File: src/rtl/cfm_uart_pkg.sv
// cfm_uart_pkg: shared UART constants, receiver state encoding and 2-of-3 vote helper
package cfm_uart_pkg;

    localparam int UART_DATA_BITS       = 8;
    localparam int UART_DEFAULT_DIVISOR = 345;

    typedef enum logic [2:0] {
        ST_ARM,
        ST_IDLE,
        ST_START,
        ST_DATA,
        ST_STOP,
        ST_BREAK
    } uart_rx_state_t;

    function automatic logic maj3(input logic a, input logic b, input logic c);
        return (a & b) | (a & c) | (b & c);
    endfunction

endpackage

File: src/rtl/uart_sync2.sv
// uart_sync2: two-flop synchronizer for an asynchronous input pin, with selectable reset value
module uart_sync2 #(
    parameter logic RESET_VAL = 1'b1
) (
    input  logic clk_core,
    input  logic resetn,
    input  logic d_i,
    output logic q_o
);

    logic [1:0] sync_q;

    // shift the raw pin through two flops before anyone looks at it
    always_ff @(posedge clk_core or negedge resetn) begin
        if (!resetn) sync_q <= {2{RESET_VAL}};
        else         sync_q <= {sync_q[0], d_i};
    end

    assign q_o = sync_q[1];

endmodule

File: src/rtl/uart_rx.sv
// uart_rx: 8N1 serial receiver with one-byte holding register and sticky error flags; define UART_RX_MAJORITY_EN for 2-of-3 sample voting
module uart_rx
    import cfm_uart_pkg::*;
#(
    parameter int DIVISOR = UART_DEFAULT_DIVISOR
) (
    input  logic                      clk_core,
    input  logic                      resetn,
    input  logic                      rx,
    output logic [UART_DATA_BITS-1:0] rx_data,
    output logic                      rx_valid,
    input  logic                      rx_ack,
    input  logic                      err_clr,
    output logic                      rx_overrun,
    output logic                      rx_frame_err
);

    localparam int            CW   = $clog2(DIVISOR);
    localparam logic [CW-1:0] FULL = CW'(DIVISOR - 1);
    localparam logic [CW-1:0] HALF = CW'(DIVISOR / 2 - 1);
    localparam logic [2:0]    LAST = 3'(UART_DATA_BITS - 1);

    logic                      rx_s;
    uart_rx_state_t            state_q, state_d;
    logic [CW-1:0]             cnt_q, cnt_d;
    logic [2:0]                idx_q, idx_d;
    logic [UART_DATA_BITS-1:0] shift_q, shift_d;
    logic [UART_DATA_BITS-1:0] data_q, data_d;
    logic                      valid_q, valid_d;
    logic                      ovr_q, ovr_d;
    logic                      ferr_q, ferr_d;
    logic [1:0]                warm_q;
    logic                      counting, tick, samp, deliver, ferr_ev, accept;

    uart_sync2 #(.RESET_VAL(1'b1)) u_sync (
        .clk_core (clk_core),
        .resetn   (resetn),
        .d_i      (rx),
        .q_o      (rx_s)
    );

    assign counting = (state_q == ST_START) || (state_q == ST_DATA) || (state_q == ST_STOP);

`ifdef UART_RX_MAJORITY_EN
    logic [1:0] hist_q;
    logic       tick_q;

    // remember the two previous line samples and delay the expiry by one cycle so the vote sees expiry-1..expiry+1
    always_ff @(posedge clk_core or negedge resetn) begin
        if (!resetn) begin
            hist_q <= 2'b11;
            tick_q <= 1'b0;
        end else begin
            hist_q <= {hist_q[0], rx_s};
            tick_q <= counting && (cnt_q == '0);
        end
    end

    assign tick = tick_q;
    assign samp = maj3(hist_q[1], hist_q[0], rx_s);
`else
    assign tick = counting && (cnt_q == '0);
    assign samp = rx_s;
`endif

    // frame-level state machine: bit timing, shifting and stop-bit verdict
    always_comb begin
        state_d = state_q;
        cnt_d   = counting ? ((cnt_q == '0) ? FULL : cnt_q - 1'b1) : cnt_q;
        idx_d   = idx_q;
        shift_d = shift_q;
        deliver = 1'b0;
        ferr_ev = 1'b0;
        case (state_q)
            ST_ARM:   if (warm_q[1] && rx_s) state_d = ST_IDLE;
            ST_IDLE:  if (!rx_s) begin
                          state_d = ST_START;
                          cnt_d   = HALF;
                      end
            ST_START: if (tick) begin
                          state_d = samp ? ST_IDLE : ST_DATA;
                          idx_d   = '0;
                      end
            ST_DATA:  if (tick) begin
                          shift_d = {samp, shift_q[UART_DATA_BITS-1:1]};
                          state_d = (idx_q == LAST) ? ST_STOP : ST_DATA;
                          idx_d   = (idx_q == LAST) ? idx_q : idx_q + 3'd1;
                      end
            ST_STOP:  if (tick) begin
                          state_d = samp ? ST_IDLE : ST_BREAK;
                          deliver = samp;
                          ferr_ev = !samp;
                      end
            ST_BREAK: if (rx_s) state_d = ST_IDLE;
            default:  state_d = ST_ARM;
        endcase
    end

    // holding register and sticky flags; a same-cycle event beats a pop or clear
    always_comb begin
        accept  = deliver && (!valid_q || rx_ack);
        valid_d = accept || (valid_q && !rx_ack);
        data_d  = accept ? shift_q : data_q;
        ovr_d   = (deliver && !accept) || (ovr_q && !err_clr);
        ferr_d  = ferr_ev || (ferr_q && !err_clr);
    end

    // state registers; warm_q keeps ARM from trusting the synchronizer's reset value as a real line sample
    always_ff @(posedge clk_core or negedge resetn) begin
        if (!resetn) begin
            state_q <= ST_ARM;
            cnt_q   <= '0;
            idx_q   <= '0;
            shift_q <= '0;
            data_q  <= '0;
            valid_q <= 1'b0;
            ovr_q   <= 1'b0;
            ferr_q  <= 1'b0;
            warm_q  <= 2'b00;
        end else begin
            state_q <= state_d;
            cnt_q   <= cnt_d;
            idx_q   <= idx_d;
            shift_q <= shift_d;
            data_q  <= data_d;
            valid_q <= valid_d;
            ovr_q   <= ovr_d;
            ferr_q  <= ferr_d;
            warm_q  <= {warm_q[0], 1'b1};
        end
    end

    assign rx_data      = data_q;
    assign rx_valid     = valid_q;
    assign rx_overrun   = ovr_q;
    assign rx_frame_err = ferr_q;

endmodule

File: config.mk
export PLATFORM = sky130hd
export DESIGN_NAME = uart_rx
export DESIGN_NICKNAME = d
export VERILOG_FILES = /design/src/rtl/cfm_uart_pkg.sv /design/src/rtl/uart_sync2.sv /design/src/rtl/uart_rx.sv
export SDC_FILE = /design/constraint.sdc
export NUM_CORES = 1
export LEC_CHECK = 0
export ABC_CLOCK_PERIOD_IN_PS = 2150
export CAP_MARGIN = 10
export CORE_ASPECT_RATIO = 1.75
export CORE_MARGIN = 8
export CORE_UTILIZATION = 56
export DETAILED_ROUTE_END_ITERATION = 7
export GPL_TIMING_DRIVEN = 0
export PLACE_DENSITY = 0.88
export SKIP_LAST_GASP = 1
export SYNTH_ARGS = -nofsm -noshare
export SYNTH_HDL_FRONTEND = slang
export SYNTH_SLANG_ARGS = --single-unit
File: constraint.sdc
create_clock -name clk_core -period 2.15 [get_ports clk_core]
set_input_delay 0.43 -clock clk_core [delete_from_list [all_inputs] [get_ports clk_core]]
set_output_delay 0.43 -clock clk_core [all_outputs]
set_load 0.05 [all_outputs]
==> key figures, run 1 <==
Synthesis
  • Synth top area cells: dfrtp_1, mux2_2, dfstp_2, o21ai_0, ha_1
  • Post-synth top flop: dfrtp_1
  • Post-synth top area share: 52.21%
  • Synthesized flop and latch total: 38
  • Post-synth cell types: 43
  • Number of synthesized flops with an enable pin: 0
  • Cell accounting for the most synthesized area: dfrtp_1
  • Seq/Total Area, Yosys: 55.26%
  • Syn Nets: 150
  • Syn Inst Count: 142
  • Yosys warns: 0
  • Ys async rst share: 100.0%
  • Syn_area_per_cell: 12.15 um^2
  • Synth Cell Area: 1725 um^2

Floorplanning
  • Total core area: 2928 um^2
  • IO Pins: 16
  • Die Y: 89.43 um
  • Initial Util: 58.93%
  • Site row count: 26
  • Die W: 57.96 um
  • Total die area: 5183 um^2

Setup path
  • Depth of the worst register-to-register path: 7
  • CP endpoint kind: flip-flop
  • Critical-path maximum fanout: 8
  • Startpoint Class: flip-flop
  • Req. time, crit path: 2320 ps
  • Critical path class: reg -> reg
  • Critical Path AT: 2260 ps

Clock tree
  • CTS H-Tree Depth: 2
  • Root Buffer: clkbuf_8
  • Clock sink count: 38
  • Num CTS Buffers: 5
  • CTS tree: done
  • Worst skew pair latency: 290 ps
  • Worst-path clk slew: 70 ps
  • CTS Buffer Depth: 2

Placed design
  • Port Buf Inserts: 15
  • DP Wirelength: 2.677 mm
  • Routability-driven placement congestion ratio: 0.8826
  • DP Area: 1906 um^2

Finish
  • Sequential cell area: 953.4 um^2
  • Area grow syn2layout: 18.06%
  • Commonest non-fill, non-tap cell in the layout: dfrtp_1
  • Final Cell Area: 2037 um^2
  • Nets: 173
  • Area of the multi-input gates: 749.5 um^2
  • Most frequent cells in the layout: dfrtp_1, mux2_2, clkdlybuf4s50_1
  • Diode count: 0
  • Fillcell total: 190
  • Layout cells sized above 1: 25.30%

Detailed routing
  • DRT Pass-1 Iters: 4
  • Wirelength per Cell: 19.93 um
  • Drt initial violations: 33
  • Final WL: 3.867 mm
  • Final ANT Viol Nets: 0
  • Vias per cell: 6.402
  • Via count: 1242
  • Drt drc: 0

STA
  • Setup TNS: 0 ps
  • Clock skew: 8.339 ps
  • Final Cycle Share: 97.19%
  • Period minus WS final: 2090 ps
  • Final Hold Vio Count: 0
  • # setup viols final: 0
  • Max-slew headroom: 46.52%
  • Fmax: 478.6 MHz
  • Max-slew violations: 0
  • Actual slew at the worst max-slew pin: 802.2 ps

Power and ir drop
  • Leakage: 0.0009152 uW
  • Power density over the cells: 981.0 nW/um^2
  • Peak VDD IR: 674.3 uV

GRT
  • Total grt overflow: 0
  • Largest net degree at the start of global routing: 39
  • Antenna violations before repair: 0
  • First-pass GRT wire length: 6.561 mm
  • Vias in the first global route: 1337
  • Gr usage total: 16.61%

Outcome
  • Status: complete, no violations

Job
  • Maxcap violations: 0

Hold path
  • Hold WC Path Type: in -> async
==> power by group <==
part	switching [uW]	total [uW]	internal, uW
registers	165	1000	836
clock network	237	495	258
logic	263	502	240
==> critical path, cell delays in order, from the launching register on <==
cell and delay [ps]:
dfrtp_1 450, inv_1 130, ha_4 180, nor4b_4 310, and2_1 180, buf_2 170, nand4_4 200, mux2_2 350
==> synth_stat cells, drive strengths merged, types with 3 or more instances <==
| cell | number |
|---|---|
| nand2 | 4 |
| nor4b | 3 |
| a21oi | 4 |
| nand3 | 6 |
| mux2 | 17 |
| ha | 3 |
| nor2 | 11 |
| inv | 4 |
| o21ai | 9 |
| buf | 5 |
| dfrtp | 36 |
==> through the flow <==
step	hold slack, ps	power [uW]	util, %	std cells	setup WS, ps
floorplan	134.4	1288	-	142	260.9
detailed placement	342.5	1427	65.09	185	-27.82
finish	216.8	1998	69.57	194	60.42
CTS	251.8	1947	68.50	193	10.18
global placement	338.4	1378	65.26	185	-96.05
global route	300.1	2109	69.57	194	-3.415
==> cells by family after synthesis <==
logic type | count (synthesis) | share of synthesized area (%)
fa+ha+maj | 3 | 2.176
buf+inv | 11 | 3.191
compound gates | 27 | 10.52
mux | 17 | 11.09
other cells | 1 | 0.2173
xor+xnor | 2 | 1.015
flops | 38 | 55.26
simple gates | 43 | 16.53
==> state kept, by name (all words and copies together), names as in the netlist <==
register and flops:
cnt_q 9, rx_data 8, shift_q 8, idx_q 3, state_q 3, u_sync.sync_q 2
warm_q 2, rx_frame_err 1, rx_overrun 1, rx_valid 1
==> final timing paths <==
kind                       startpoint    endpoint  slack, ps
max                          cnt_q[0]  rx_data[0]         60
min                            resetn    cnt_q[0]        220
max reg2reg                  cnt_q[0]  rx_data[0]         60
min reg2reg                 warm_q[0]   warm_q[1]        350
max in group asynchronous      resetn    rx_valid       1410
min in group clk_core       warm_q[0]   warm_q[1]        350
==> routing by layer <==
| metal | global-route usage, % | part of all wire (%) | vias to the layer above |
|---|---|---|---|
| li1 | - | - | 564 |
| met4 | 7.175 | 2.8 | 0 |
| met3 | 4.323 | 3.8 | 9 |
| met1 | 15.59 | 35 | 630 |
| met2 | 32.35 | 58 | 39 |
| met5 | 0 | 0 | - |
==> timing repair <==
item	in CTS	in global routing
hold buffers	0	0
pin swaps	0	0
gates resized for setup	1	4
setup endpoints to repair	12	29
buffers inserted	0	1
==> cell type report <==
class                   count  share of cell area [%]
flip-flops and latches     38                   46.81
multi-input cells          93                   36.79
repair buffers             16                   7.494
clock buffers               7                   4.238
plain buffers               7                   1.966
well taps                  28                   1.720
inverters                   4                  0.7371
clock inverters             1                  0.2457
Power figures use the tool's default switching activity.
==> run 2, diff against run 1 <==
Settings changed: CORE_MARGIN 8 to 1.5.
==> key figures, run 2 (synthesis gave the netlist of run 1 again) <==
STA
  • RSZ-0062 raised after global routing: no
  • Clock skew: 9.784 ps (+1.445 ps)
  • Fmax: 499.3 MHz (+4.3%)
  • # setup viols final: 0 (unchanged)
  • Actual slew at the worst max-slew pin: 1085 ps (+283.2 ps)
  • Max-slew violations: 0 (unchanged)
  • Final Cycle Share: 93.16% (-4.0 points)
  • Hold_ws: 221.7 ps (+4.898 ps)
  • Max-slew headroom: 26.62% (-20 points)
  • Final Worst Setup Slack: 147.1 ps (+86.63 ps)
  • Final Hold Vio Count: 0 (unchanged)
  • Period minus WS final: 2003 ps (-86.63 ps)

Setup path
  • Cell Chain, Critical Path: inv_1, ha_4, nor4b_4, and2_1, buf_2, nand4_4, mux2_4
  • Crit-path slowest cell: dfrtp_2
  • Startpoint Class: flip-flop
  • Slowest Stage Delay on Critical Path: 450 ps (about the same)
  • Req. time, crit path: 2330 ps (about the same)
  • Critical Path AT: 2180 ps (-80 ps)
  • CP bufs+invs: 2 (unchanged)
  • Depth of the worst register-to-register path: 7 (unchanged)
  • RR Startpoint: cnt_q[0]
  • Critical path class: reg -> reg
  • CP endpoint kind: flip-flop
  • Critical path's top delay family: simple AND/OR/NAND/NOR gates
  • Reg2reg end: rx_data[2]
  • Register-to-register setup slack: 150 ps (+90 ps)
  • Critical-path maximum fanout: 8 (unchanged)

Placed design
  • DP Wirelength: 2.548 mm (-4.8%)
  • Routability-driven placement congestion ratio: 0.8663 (-1.8%)
  • Port Buf Inserts: 15 (unchanged)
  • Dpl ws: -131.8 ps (-104.0 ps)

Clock tree
  • Worst-path clk slew: 70 ps (about the same)
  • CTS Buffer Depth: 2 (unchanged)
  • CTS H-Tree Depth: 2 (unchanged)
  • Clock sink count: 38 (unchanged)
  • Count of hold-fix buffers inserted at cts: 0 (unchanged)
  • CTS tree: done
  • Num CTS Buffers: 5 (unchanged)
  • Worst skew pair latency: 290 ps (about the same)
  • Root Buffer: clkbuf_8

Hold path
  • Hold WC Path Type: in -> async

Floorplanning
  • Total die area: 3436 um^2 (-34%)
  • Initial Util: 58.93% (unchanged)
  • Die Y: 76.43 um (-15%)
  • Site row count: 26 (unchanged)
  • IO Pins: 16 (unchanged)
  • Die W: 44.96 um (-22%)
  • Total core area: 2928 um^2 (unchanged)

Detailed routing
  • Final WL: 3.885 mm (+0.47%)
  • Drt initial violations: 65 (+97%)
  • Wirelength per Cell: 20.03 um (+0.47%)
  • Via count: 1235 (-0.56%)
  • Final ANT Viol Nets: 0 (unchanged)
  • Drt drc: 0 (unchanged)
  • Vias per cell: 6.366 (-0.56%)
  • DRT Pass-1 Iters: 4 (unchanged)

Outcome
  • Status: complete, no violations

Finish
  • Max reg flops: 9 (unchanged)
  • Diode count: 0 (unchanged)
  • Area grow syn2layout: 17.84%
  • Nets: 173 (unchanged)
  • Most frequent cells in the layout: dfrtp_1, mux2_2, clkdlybuf4s50_1
  • Largest register by flop count: cnt_q
  • Layout cells sized above 1: 24.10% (-1.2 points)
  • Fin util: 69.44% (-0.13 points)
  • Commonest non-fill, non-tap cell in the layout: dfrtp_1

GRT
  • Gr usage total: 27.24% (+11 points)
  • Antenna violations before repair: 0 (unchanged)
  • Total grt overflow: 0 (unchanged)
  • Vias in the first global route: 1345 (+0.60%)
  • First-pass GRT wire length: 6.679 mm (+1.8%)
  • Largest net degree at the start of global routing: 39 (unchanged)

Power and ir drop
  • Reg power frac: 50.8% (+0.7 points)
  • P_int: 1311 uW (-1.7%)
  • Peak VDD IR: 804.7 uV (+19%)
  • Clk pwr share: 23.5% (-1.3 points)
  • Power Total: 1996 uW (about the same)
  • Switch share: 34.34% (+1.1 points)
  • Leakage: 0.0009095 uW (-0.62%)
  • Comb pwr share: 25.7% (+0.6 points)
  • Power density over the cells: 981.9 nW/um^2 (about the same)
  • Sw power: 685.7 uW (+3.2%)

Job
  • Maxcap violations: 0 (unchanged)
## run 2: changes by cell type in the layout (fill, tap and decap cells not counted), sizes merged
cell / previous run / this run
clkbuf: 9 / 10
clkinv: 1 / 0
## run 2: metrics by stage
step | setup TNS, ps | area (um^2) | std cells
after CTS | 0 | 2007 | 194
after detailed placement | -1909 | 1906 | 185
after global routing | 0 | 2033 | 194
final | 0 | 2033 | 194
after floorplan | 0 | 1725 | 142
after global placement | -3980 | 1911 | 185
## run 2: what timing repair did
item,CTS,global route
hold endpoints to repair,0,0
resized for setup,2,5
setup buffers,1,0
setup endpoints to repair,24,15
## run 2: worst max path at each step
stage | start | slack (ps) | cells past startpoint | end
finish | cnt_q[0] | 150 | 7 | rx_data[2]
global route | cnt_q[0] | 8 | 7 | rx_data[2]
CTS | cnt_q[0] | 60 | 7 | rx_data[1]
detailed placement | cnt_q[0] | -130 | 6 | idx_q[0]
global placement | resetn | -110 | 1 | shift_q[4]
floorplan | cnt_q[0] | 260 | 8 | cnt_q[5]
## run 2: metal layers
metal | part of all wire (%) | vias to the layer above | global-route usage, %
met3 | 3.6 | 8 | 3.791
li1 | - | 558 | -
met4 | 2.5 | 0 | 12.06
met5 | 0 | - | 0
met1 | 36 | 618 | 31.37
met2 | 58 | 51 | 47.29
## run 2: power groups by stage
stage / sequential [uW] / combinational, uW / clock (uW)
2_1_floorplan: 949 / 339 / 0
3_3_place_gp: 978 / 402 / 0
3_5_place_dp: 994 / 438 / 0
4_1_cts: 994 / 468 / 469
5_1_grt: 1030 / 579 / 496
6_report: 1010 / 514 / 469
## run 2: layout make-up
cell class	instances	area, um^2
Inverter	4	15.01
Clock buffer	8	80.08
Multi-Input combinational cell	93	755.7
Tap cell	28	35.03
Fill cell	186	894.6
Sequential cell	38	954.7
Buffer	7	40.04
Timing Repair Buffer	16	152.6
## run 2: worst register-to-register path, stage by stage (launching register included)
cell and delay [ps]:
dfrtp_2 450, inv_1 120, ha_4 180, nor4b_4 230, and2_1 160, buf_2 170, nand4_4 200, mux2_4 370
==> run 3, diff against run 2 <==
Settings changed: PLACE_DENSITY 0.88 to 0.78.
==> key figures, run 3 (synthesis gave the netlist of run 1 again) <==
Floorplanning
  • Die Y: 76.43 um (unchanged)
  • Total core area: 2928 um^2 (unchanged)
  • Site row count: 26 (unchanged)
  • IO Pins: 16 (unchanged)
  • Die W: 44.96 um (unchanged)
  • Total die area: 3436 um^2 (unchanged)
  • Initial Util: 58.93% (unchanged)

Power and ir drop
  • Power density over the cells: 1063 nW/um^2 (+8.3%)
  • Leakage: 0.0009448 uW (+3.9%)
  • Peak VDD IR: 672.0 uV (-16%)
  • Power Total: 2229 uW (+12%)

Detailed routing
  • Metal1 wirelength: 1.203 mm (-15%)
  • DRT Pass-1 Iters: 4 (unchanged)
  • Final WL: 3.370 mm (-13%)
  • Drt drc: 0 (unchanged)
  • Met3 wire length: 142 um (+2.2%)
  • Drt initial violations: 25 (-62%)
  • Final ANT Viol Nets: 0 (unchanged)
  • Highest routed layer: met4
  • DR WL met2: 1.920 mm (-14%)
  • Via count: 1231 (-0.32%)
  • Vias per cell: 6.313 (-0.84%)
  • Wirelength per Cell: 17.28 um (-14%)

Setup path
  • Req. time, crit path: 2320 ps (about the same)
  • Critical path class: reg -> reg
  • Critical path's top delay family: simple AND/OR/NAND/NOR gates
  • Cell Chain, Critical Path: inv_1, ha_4, nor4b_4, and2_1, clkbuf_4, buf_4, nor2_1, a221o_1
  • Startpoint Class: flip-flop
  • CP endpoint kind: flip-flop
  • Critical Path AT: 2220 ps (+40 ps)
  • Critical-path maximum fanout: 10 (+2)
  • CP bufs+invs: 3 (+1)
  • Slowest Stage Delay on Critical Path: 450 ps (about the same)
  • Crit-path slowest cell: dfrtp_2

Placed design
  • Routability-driven placement congestion ratio: 0.8697 (+0.39%)
  • Dpl ws: -62.24 ps (+69.60 ps)
  • Port Buf Inserts: 15 (unchanged)
  • DP Wirelength: 2.385 mm (-6.4%)

STA
  • Fmax: 486.2 MHz (-2.6%)
  • # setup viols final: 0 (unchanged)
  • Final Hold Vio Count: 0 (unchanged)
  • Actual slew at the worst max-slew pin: 1085 ps (-0.3602 ps)
  • Clock skew: 3.162 ps (-6.622 ps)
  • Final Worst Setup Slack: 93.07 ps (-53.98 ps)
  • Hold_ws: 235.2 ps (+13.48 ps)
  • Final Cycle Share: 95.67% (+2.5 points)
  • Max-slew violations: 0 (unchanged)
  • Period minus WS final: 2057 ps (+53.98 ps)
  • Max-slew headroom: 26.64% (about the same)

Clock tree
  • Clock sink count: 38 (unchanged)
  • Worst skew pair latency: 280 ps (about the same)
  • CTS Buffer Depth: 2 (unchanged)
  • CTS H-Tree Depth: 2 (unchanged)
  • Count of hold-fix buffers inserted at cts: 0 (unchanged)
  • Num CTS Buffers: 5 (unchanged)
  • Worst-path clk slew: 70 ps (about the same)
  • Root Buffer: clkbuf_8
  • CTS tree: done

Finish
  • Fillcell total: 191 (+2.7%)
  • Max reg flops: 9 (unchanged)
  • Most frequent cells in the layout: dfrtp_1, mux2_2, clkdlybuf4s50_1
  • Commonest non-fill, non-tap cell in the layout: dfrtp_1
  • Sequential cell area: 954.7 um^2 (unchanged)
  • Fin util: 71.62% (+2.2 points)
  • Area grow syn2layout: 21.54%
  • Diode count: 0 (unchanged)
  • Layout cells sized above 1: 26.35% (+2.3 points)
  • Nets: 174 (+0.58%)
  • Area of the multi-input gates: 747.0 um^2 (-1.2%)
  • Largest register by flop count: cnt_q

Hold path
  • Hold WC Path Type: in -> async

GRT
  • First-pass GRT wire length: 5.720 mm (-14%)
  • Total grt overflow: 0 (unchanged)
  • Vias in the first global route: 1244 (-7.5%)
  • Antenna violations before repair: 0 (unchanged)
  • Gr usage total: 22.57% (-4.7 points)
  • Largest net degree at the start of global routing: 39 (unchanged)

Job
  • Maxcap violations: 0 (unchanged)

Outcome
  • Status: complete, no violations
==> run 3: per-stage QoR <==
stage / setup TNS (ps) / area, um^2 / std cells
floorplan: 0 / 1725 / 142
global placement: -3852 / 1911 / 185
detailed placement: -531.2 / 1906 / 185
CTS: 0 / 2057 / 193
global route: -356.2 / 2097 / 195
finish: 0 / 2097 / 195
==> run 3: routing by layer <==
layer  track usage, %  vias up
met1            25.69      619
met4            10.59        0
met3            5.213        9
li1                 -      571
met2            37.86       32
met5                0        -
==> run 3: repair_timing <==
action / 4_1_cts / 5_1_grt
endpoints found under the hold margin: 0 / 0
buffers inserted: 0 / 2
resized for setup: 1 / 6
endpoints found under the setup margin: 20 / 24
==> run 3: worst paths after layout <==
path	startpoint	to	slack, ps	cells past startpoint
worst max-delay path	cnt_q[0]	cnt_q[5]	90	8
worst min-delay path	resetn	rx_frame_err	240	1
worst max register to register	cnt_q[0]	cnt_q[5]	90	8
worst min register to register	warm_q[0]	warm_q[1]	360	0
max in group asynchronous	resetn	cnt_q[0]	1340	1
min in group clk_core	warm_q[0]	warm_q[1]	360	0
==> run 3: layout make-up <==
type                            count  share of cell area, %
Clock buffer                        6                  3.938
Inverter                            4                 0.7160
Sequential cell                    38                  45.53
Tap cell                           28                  1.671
Multi-Input combinational cell     93                  35.62
Clock inverter                      2                  2.864
Timing Repair Buffer               17                  7.637
Buffer                              7                  2.029
==> run 3: where the power goes <==
part / internal [uW] / leakage (uW) / switching [uW]
Combinational: 241 / 0.000379 / 259
Clock: 495 / 0.0000714 / 240
Sequential: 838 / 0.000494 / 156
